File: config.mk
export PLATFORM = sky130hd
export DESIGN_NAME = clk_lock_monitor
export DESIGN_NICKNAME = d
export VERILOG_FILES = /design/src/rtl/clk_lock_monitor.sv
export SDC_FILE = /design/constraint.sdc
export NUM_CORES = 1
export LEC_CHECK = 0
export ABC_AREA = 0
export CORE_UTILIZATION = 50
export DETAILED_ROUTE_END_ITERATION = 10
export PLACE_DENSITY = 0.74
export SYNTH_ARGS = -nofsm -noshare
export SYNTH_HDL_FRONTEND = slang
export SYNTH_SLANG_ARGS = --single-unit
File: constraint.sdc
create_clock -name clk_in -period 2.6 [get_ports clk_in]
set_input_delay 0.78 -clock clk_in [delete_from_list [all_inputs] [get_ports clk_in]]
set_output_delay 0.78 -clock clk_in [all_outputs]
set_load 0.05 [all_outputs]
File: src/rtl/clk_lock_monitor.sv
// Per-channel PLL lock supervisor: synchronises each lock input, qualifies it, holds the
// PLL in reset after a loss of lock, counts losses and drives a status LED from a shared blink timebase.
module clk_lock_monitor #(
  parameter int CHANNELS       = 2,
  parameter int QUAL_CYCLES    = 1000000,
  parameter int HOLDOFF_CYCLES = 100000,
  parameter int BLINK_DIV      = 12500000,
  parameter int CNT_W          = 8
) (
  input  logic                      clk_in,
  input  logic                      reset,
  input  logic [CHANNELS-1:0]       locked,
  input  logic                      clear_counts,
  output logic [CHANNELS-1:0]       link_up,
  output logic                      all_up,
  output logic [CHANNELS-1:0]       pll_reset_n,
  output logic [CHANNELS*CNT_W-1:0] loss_count,
  output logic [CHANNELS-1:0]       led
);

  localparam int MAX_C = (QUAL_CYCLES > HOLDOFF_CYCLES) ? QUAL_CYCLES : HOLDOFF_CYCLES;
  localparam int CW    = (MAX_C > 2) ? $clog2(MAX_C) : 1;
  localparam int PW    = (BLINK_DIV > 2) ? $clog2(BLINK_DIV) : 1;

  localparam logic [CW-1:0]    QUAL_LAST = CW'(QUAL_CYCLES - 1);
  localparam logic [CW-1:0]    HOLD_LAST = CW'(HOLDOFF_CYCLES - 1);
  localparam logic [CW-1:0]    CNT_ZERO  = {CW{1'b0}};
  localparam logic [PW-1:0]    PRE_LAST  = PW'(BLINK_DIV - 1);
  localparam logic [CNT_W-1:0] LOSS_MAX  = {CNT_W{1'b1}};
  localparam logic [CNT_W-1:0] LOSS_ZERO = {CNT_W{1'b0}};
  localparam logic [CNT_W-1:0] LOSS_ONE  = CNT_W'(1'b1);

  typedef enum logic [1:0] {
    ST_DOWN = 2'd0,
    ST_QUAL = 2'd1,
    ST_UP   = 2'd2,
    ST_HOLD = 2'd3
  } state_t;

  state_t              r_state     [CHANNELS];
  state_t              w_state_nxt [CHANNELS];
  logic [CW-1:0]       r_cnt       [CHANNELS];
  logic [CW-1:0]       w_cnt_nxt   [CHANNELS];
  logic [CNT_W-1:0]    r_loss      [CHANNELS];
  logic [CNT_W-1:0]    w_loss_nxt  [CHANNELS];

  logic [CHANNELS-1:0] r_sync1;
  logic [CHANNELS-1:0] r_sync2;
  logic [CHANNELS-1:0] r_link_up;
  logic [CHANNELS-1:0] r_pll_rst_n;
  logic [CHANNELS-1:0] r_led;
  logic                r_all_up;
  logic [CHANNELS-1:0] w_up_nxt;
  logic [CHANNELS-1:0] w_rst_n_nxt;
  logic [CHANNELS-1:0] w_led_nxt;

  logic [PW-1:0]       r_pre;
  logic [2:0]          r_b;
  logic [PW-1:0]       w_pre_nxt;
  logic [2:0]          w_b_nxt;
  logic                w_fast;
  logic                w_slow;

  // Two-flop synchroniser per lock input.
  always_ff @(posedge clk_in) begin
    if (reset) begin
      r_sync1 <= {CHANNELS{1'b0}};
      r_sync2 <= {CHANNELS{1'b0}};
    end else begin
      r_sync1 <= locked;
      r_sync2 <= r_sync1;
    end
  end

  // Shared blink timebase: prescaler wrap advances the 3-bit tick counter.
  always_comb begin
    w_pre_nxt = r_pre + PW'(1'b1);
    w_b_nxt   = r_b;
    if (r_pre == PRE_LAST) begin
      w_pre_nxt = {PW{1'b0}};
      w_b_nxt   = r_b + 3'd1;
    end else begin
      w_b_nxt   = r_b;
    end
    w_fast = w_b_nxt[0];
    w_slow = w_b_nxt[2];
  end

  always_ff @(posedge clk_in) begin
    if (reset) begin
      r_pre <= {PW{1'b0}};
      r_b   <= 3'd0;
    end else begin
      r_pre <= w_pre_nxt;
      r_b   <= w_b_nxt;
    end
  end

  // State register: channel FSMs, their shared qualify/holdoff counter and loss counters.
  always_ff @(posedge clk_in) begin
    if (reset) begin
      for (int i = 0; i < CHANNELS; i++) begin
        r_state[i] <= ST_DOWN;
        r_cnt[i]   <= CNT_ZERO;
        r_loss[i]  <= LOSS_ZERO;
      end
    end else begin
      for (int i = 0; i < CHANNELS; i++) begin
        r_state[i] <= w_state_nxt[i];
        r_cnt[i]   <= w_cnt_nxt[i];
        r_loss[i]  <= w_loss_nxt[i];
      end
    end
  end

  // Next-state logic; a clear coinciding with a loss leaves the count at one.
  always_comb begin
    for (int i = 0; i < CHANNELS; i++) begin
      w_state_nxt[i] = r_state[i];
      w_cnt_nxt[i]   = r_cnt[i];
      w_loss_nxt[i]  = clear_counts ? LOSS_ZERO : r_loss[i];
      case (r_state[i])
        ST_DOWN: begin
          if (r_sync2[i]) begin
            w_state_nxt[i] = ST_QUAL;
            w_cnt_nxt[i]   = CNT_ZERO;
          end else begin
            w_state_nxt[i] = ST_DOWN;
          end
        end
        ST_QUAL: begin
          if (!r_sync2[i]) begin
            w_state_nxt[i] = ST_DOWN;
            w_cnt_nxt[i]   = CNT_ZERO;
          end else if (r_cnt[i] == QUAL_LAST) begin
            w_state_nxt[i] = ST_UP;
            w_cnt_nxt[i]   = CNT_ZERO;
          end else begin
            w_cnt_nxt[i]   = r_cnt[i] + CW'(1'b1);
          end
        end
        ST_UP: begin
          if (!r_sync2[i]) begin
            w_state_nxt[i] = ST_HOLD;
            w_cnt_nxt[i]   = CNT_ZERO;
            if (clear_counts) begin
              w_loss_nxt[i] = LOSS_ONE;
            end else if (r_loss[i] == LOSS_MAX) begin
              w_loss_nxt[i] = r_loss[i];
            end else begin
              w_loss_nxt[i] = r_loss[i] + LOSS_ONE;
            end
          end else begin
            w_state_nxt[i] = ST_UP;
          end
        end
        ST_HOLD: begin
          if (r_cnt[i] == HOLD_LAST) begin
            w_state_nxt[i] = ST_DOWN;
            w_cnt_nxt[i]   = CNT_ZERO;
          end else begin
            w_cnt_nxt[i]   = r_cnt[i] + CW'(1'b1);
          end
        end
        default: begin
          w_state_nxt[i] = ST_DOWN;
          w_cnt_nxt[i]   = CNT_ZERO;
        end
      endcase
    end
  end

  // Output decode from the next state so the registered outputs track the state register.
  always_comb begin
    w_up_nxt    = {CHANNELS{1'b0}};
    w_rst_n_nxt = {CHANNELS{1'b1}};
    w_led_nxt   = {CHANNELS{1'b0}};
    for (int i = 0; i < CHANNELS; i++) begin
      case (w_state_nxt[i])
        ST_DOWN: begin
          w_led_nxt[i] = 1'b0;
        end
        ST_QUAL: begin
          w_led_nxt[i] = w_slow;
        end
        ST_UP: begin
          w_up_nxt[i]  = 1'b1;
          w_led_nxt[i] = 1'b1;
        end
        ST_HOLD: begin
          w_rst_n_nxt[i] = 1'b0;
          w_led_nxt[i]   = w_fast;
        end
        default: begin
          w_led_nxt[i] = 1'b0;
        end
      endcase
    end
  end

  // Registered status outputs.
  always_ff @(posedge clk_in) begin
    if (reset) begin
      r_link_up   <= {CHANNELS{1'b0}};
      r_all_up    <= 1'b0;
      r_pll_rst_n <= {CHANNELS{1'b1}};
      r_led       <= {CHANNELS{1'b0}};
    end else begin
      r_link_up   <= w_up_nxt;
      r_all_up    <= &w_up_nxt;
      r_pll_rst_n <= w_rst_n_nxt;
      r_led       <= w_led_nxt;
    end
  end

  always_comb begin
    loss_count = {(CHANNELS*CNT_W){1'b0}};
    for (int i = 0; i < CHANNELS; i++) begin
      loss_count[i*CNT_W +: CNT_W] = r_loss[i];
    end
  end

  assign link_up     = r_link_up;
  assign all_up      = r_all_up;
  assign pll_reset_n = r_pll_rst_n;
  assign led         = r_led;

endmodule

==> results.ini <==
[outcome]
status = finished with violations
violations = DRC

[synthesis]
yosysSeqAreaShare = 0.423
syn_inst = 536
synth_nets = 547
synth_cell_types = 60
syn-mean-instance-area_um2 = 8.65
synthArstFlopShare = 0
synthFlopType = dfxtp_1
synth-seq-cells = 98
yosysWarnings = 0
netlist_area_um2 = 4640
synth-edff-count = 0

[die]
rows = 34
die_h_um = 98.3
core_area_um2 = 8850
die_area_um2 = 9670
die_w_um = 98.3
ios = 28
start_util = 0.524

[pwr]
ir_worst_vdd_uv = 310
static-leakage-power_uw = 0.00184
powerDensity_nw_per_um2 = 513

[global_routing]
track_usage = 0.205
grt_antenna_before_repair = 0
grt_pass1_wl_um = 16400
grt_max_degree = 30
grt-ovfl-total = 0
grt_pass1_vias = 3630

[timing]
holdWs_ns = 0.451
skew_ns = 0.0121
timing.fmax_mhz = 412
max_slew_margin = 0.245
period_needed_ns = 2.43
finalHoldViolCount = 0
setup_slack_ns = 0.175
drv_slew = 0
rsz0062_at_grt = false
finalSetupViolCount = 0
worst_pin_slew_ns = 1.12
period_share = 0.933

[critical_path]
cp-end-kind = output pin
crit_required_ns = 1.82
crit_type = reg -> out
max_stage_delay_ns = 0.84
slowest_stage = clkdlybuf4s50_1
cp-start-kind = flip-flop
critPathArrivalTime_ns = 1.65
crit_fanout = 6
crit_buf_inv = 1
path_cells = clkdlybuf4s50_1
crit_family = buffers and inverters

[finish]
diodes = 0
layout-drive-gt1-share = 0.0701
fin_util = 0.591
finalInstanceArea_um2 = 5230
nFillCells = 796
fin_nets = 577
regArea_um2 = 1960
multiInputGateArea_um2 = 2540
area_growth_pct = 12.7

[clock_tree]
clockBufferDepth = 2
post_cts_resized = 0
clk_latency_ns = 0.36
ctsHoldBuffers = 0
post_cts_buffers = 0
tritoncts = built
clock-sinks = 98
htree_levels = 3
cts_root_buf = clkbuf_8
cts-buffers-inserted = 9
path_clk_slew_ns = 0.10

[flow_run]
drv_cap = 0

[detailed_routing]
ant_nets = 0
viasPerCell = 5.79
vias = 3932
routedWlPerCell_um = 13.7
drc = 3
drt_iter0_markers = 160
wirelength_um = 9300
dr.pass1.iters = 7

[place]
port_buffers = 27
dp_hpwl_um = 6640
dpl_cell_area_um2 = 5000
gp_congestion = 0.858
place_ws_ns = -0.0465

[hold_path]
min_path_type = reg -> reg

==> stage by stage <==
stage          setup TNS [ns]  power [uW]  instances
2_1_floorplan               0        1600        536
3_3_place_gp                0        1620        663
3_5_place_dp          -0.0926        1630        663
4_1_cts                     0        2710        679
5_1_grt                     0        2780        679
6_report                    0        2680        679
==> path summary, 6_finish.rpt <==
check        depth (start not counted)           from              to  slack, ns
min                                  1       r_pre[0]        r_pre[0]       0.45
min reg2reg                          1       r_pre[0]        r_pre[0]       0.45
max reg2reg                          8   r_cnt[0][20]    r_cnt[0][32]       0.23
max                                  1  r_loss[0][11]  loss_count[11]       0.17
==> synth_stat cells (3+ instances only) <==
cell type / count / area (um2)
clkbuf_1: 4 / 15.0
or3_1: 5 / 31.3
nand2_1: 54 / 203
a41oi_1: 3 / 26.3
buf_1: 3 / 11.3
a21oi_1: 24 / 120
and3_1: 12 / 75.1
o21ai_0: 15 / 75.1
nand4_1: 14 / 87.6
and2_1: 3 / 18.8
nor4b_1: 8 / 70.1
dfxtp_1: 98 / 1960
nand2b_1: 6 / 37.5
xnor2_1: 13 / 114
and4_1: 8 / 70.1
buf_2: 3 / 15.0
nor4_2: 3 / 37.5
a21o_1: 5 / 37.5
inv_1: 13 / 48.8
a22o_1: 11 / 96.3
mux2i_1: 7 / 70.1
nor2b_1: 9 / 56.3
buf_6: 4 / 45.0
nor2_1: 65 / 244
o21ai_1: 6 / 30.0
a22oi_1: 3 / 22.5
ha_1: 6 / 75.1
o31ai_1: 4 / 30.0
nor4bb_1: 3 / 30.0
nand3_1: 34 / 170
a31oi_1: 22 / 138
xor2_1: 20 / 175
nor3_1: 11 / 55.1
==> power breakdown <==
part / internal, uW / leakage (uW) / total (uW) / switching [uW]
Clock: 552 / 0.000112 / 1090 / 538
Combinational: 27.6 / 0.000933 / 76.1 / 48.6
Sequential: 1510 / 0.000791 / 1510 / 6.45
==> registers in the layout, indices dropped and copies added (netlist names), 2 cells and up <==
signal	count
led	2
link_up	2
pll_reset_n	2
r_b	3
r_cnt	40
r_loss	16
r_pre	24
r_state	4
r_sync1	2
r_sync2	2
==> layer usage <==
metal | track usage | wire [um]
met2 | 0.342 | 4220
met5 | 0 | 0
met3 | 0.0336 | 289
met4 | 0.0804 | 161
met1 | 0.266 | 4630
==> layout make-up <==
type                    count  share of cell area
clock inverters             7              0.0194
well taps                 108              0.0258
flip-flops and latches     98               0.375
multi-input cells         411               0.486
clock buffers               9              0.0237
inverters                  13             0.00933
repair buffers             33              0.0603
==> placed cells by master, fill, tap and decap left out, drive strengths merged, types with 14 or more instances in the layout <==
| master | Yosys | layout |
|---|---|---|
| inv | 13 | 15 |
| o21ai | 22 | 22 |
| a21oi | 24 | 24 |
| a31oi | 22 | 22 |
| nor2 | 65 | 65 |
| nand3 | 34 | 34 |
| nand2 | 55 | 55 |
| clkdlybuf4s50 | 0 | 27 |
| xor2 | 20 | 20 |
| dfxtp | 98 | 98 |
| nand4 | 14 | 14 |
==> kinds of logic after synthesis <==
logic type,Yosys count,synth area share
multiplexers,8,0.0175
buffers and inverters,27,0.0291
XOR/XNOR,33,0.0623
flip-flops,98,0.423
adder cells (fa/ha/maj),6,0.0162
AO/OA/AOI/OAI,110,0.157
AND/OR/NAND/NOR,254,0.295
Power figures use the tool's default switching activity.
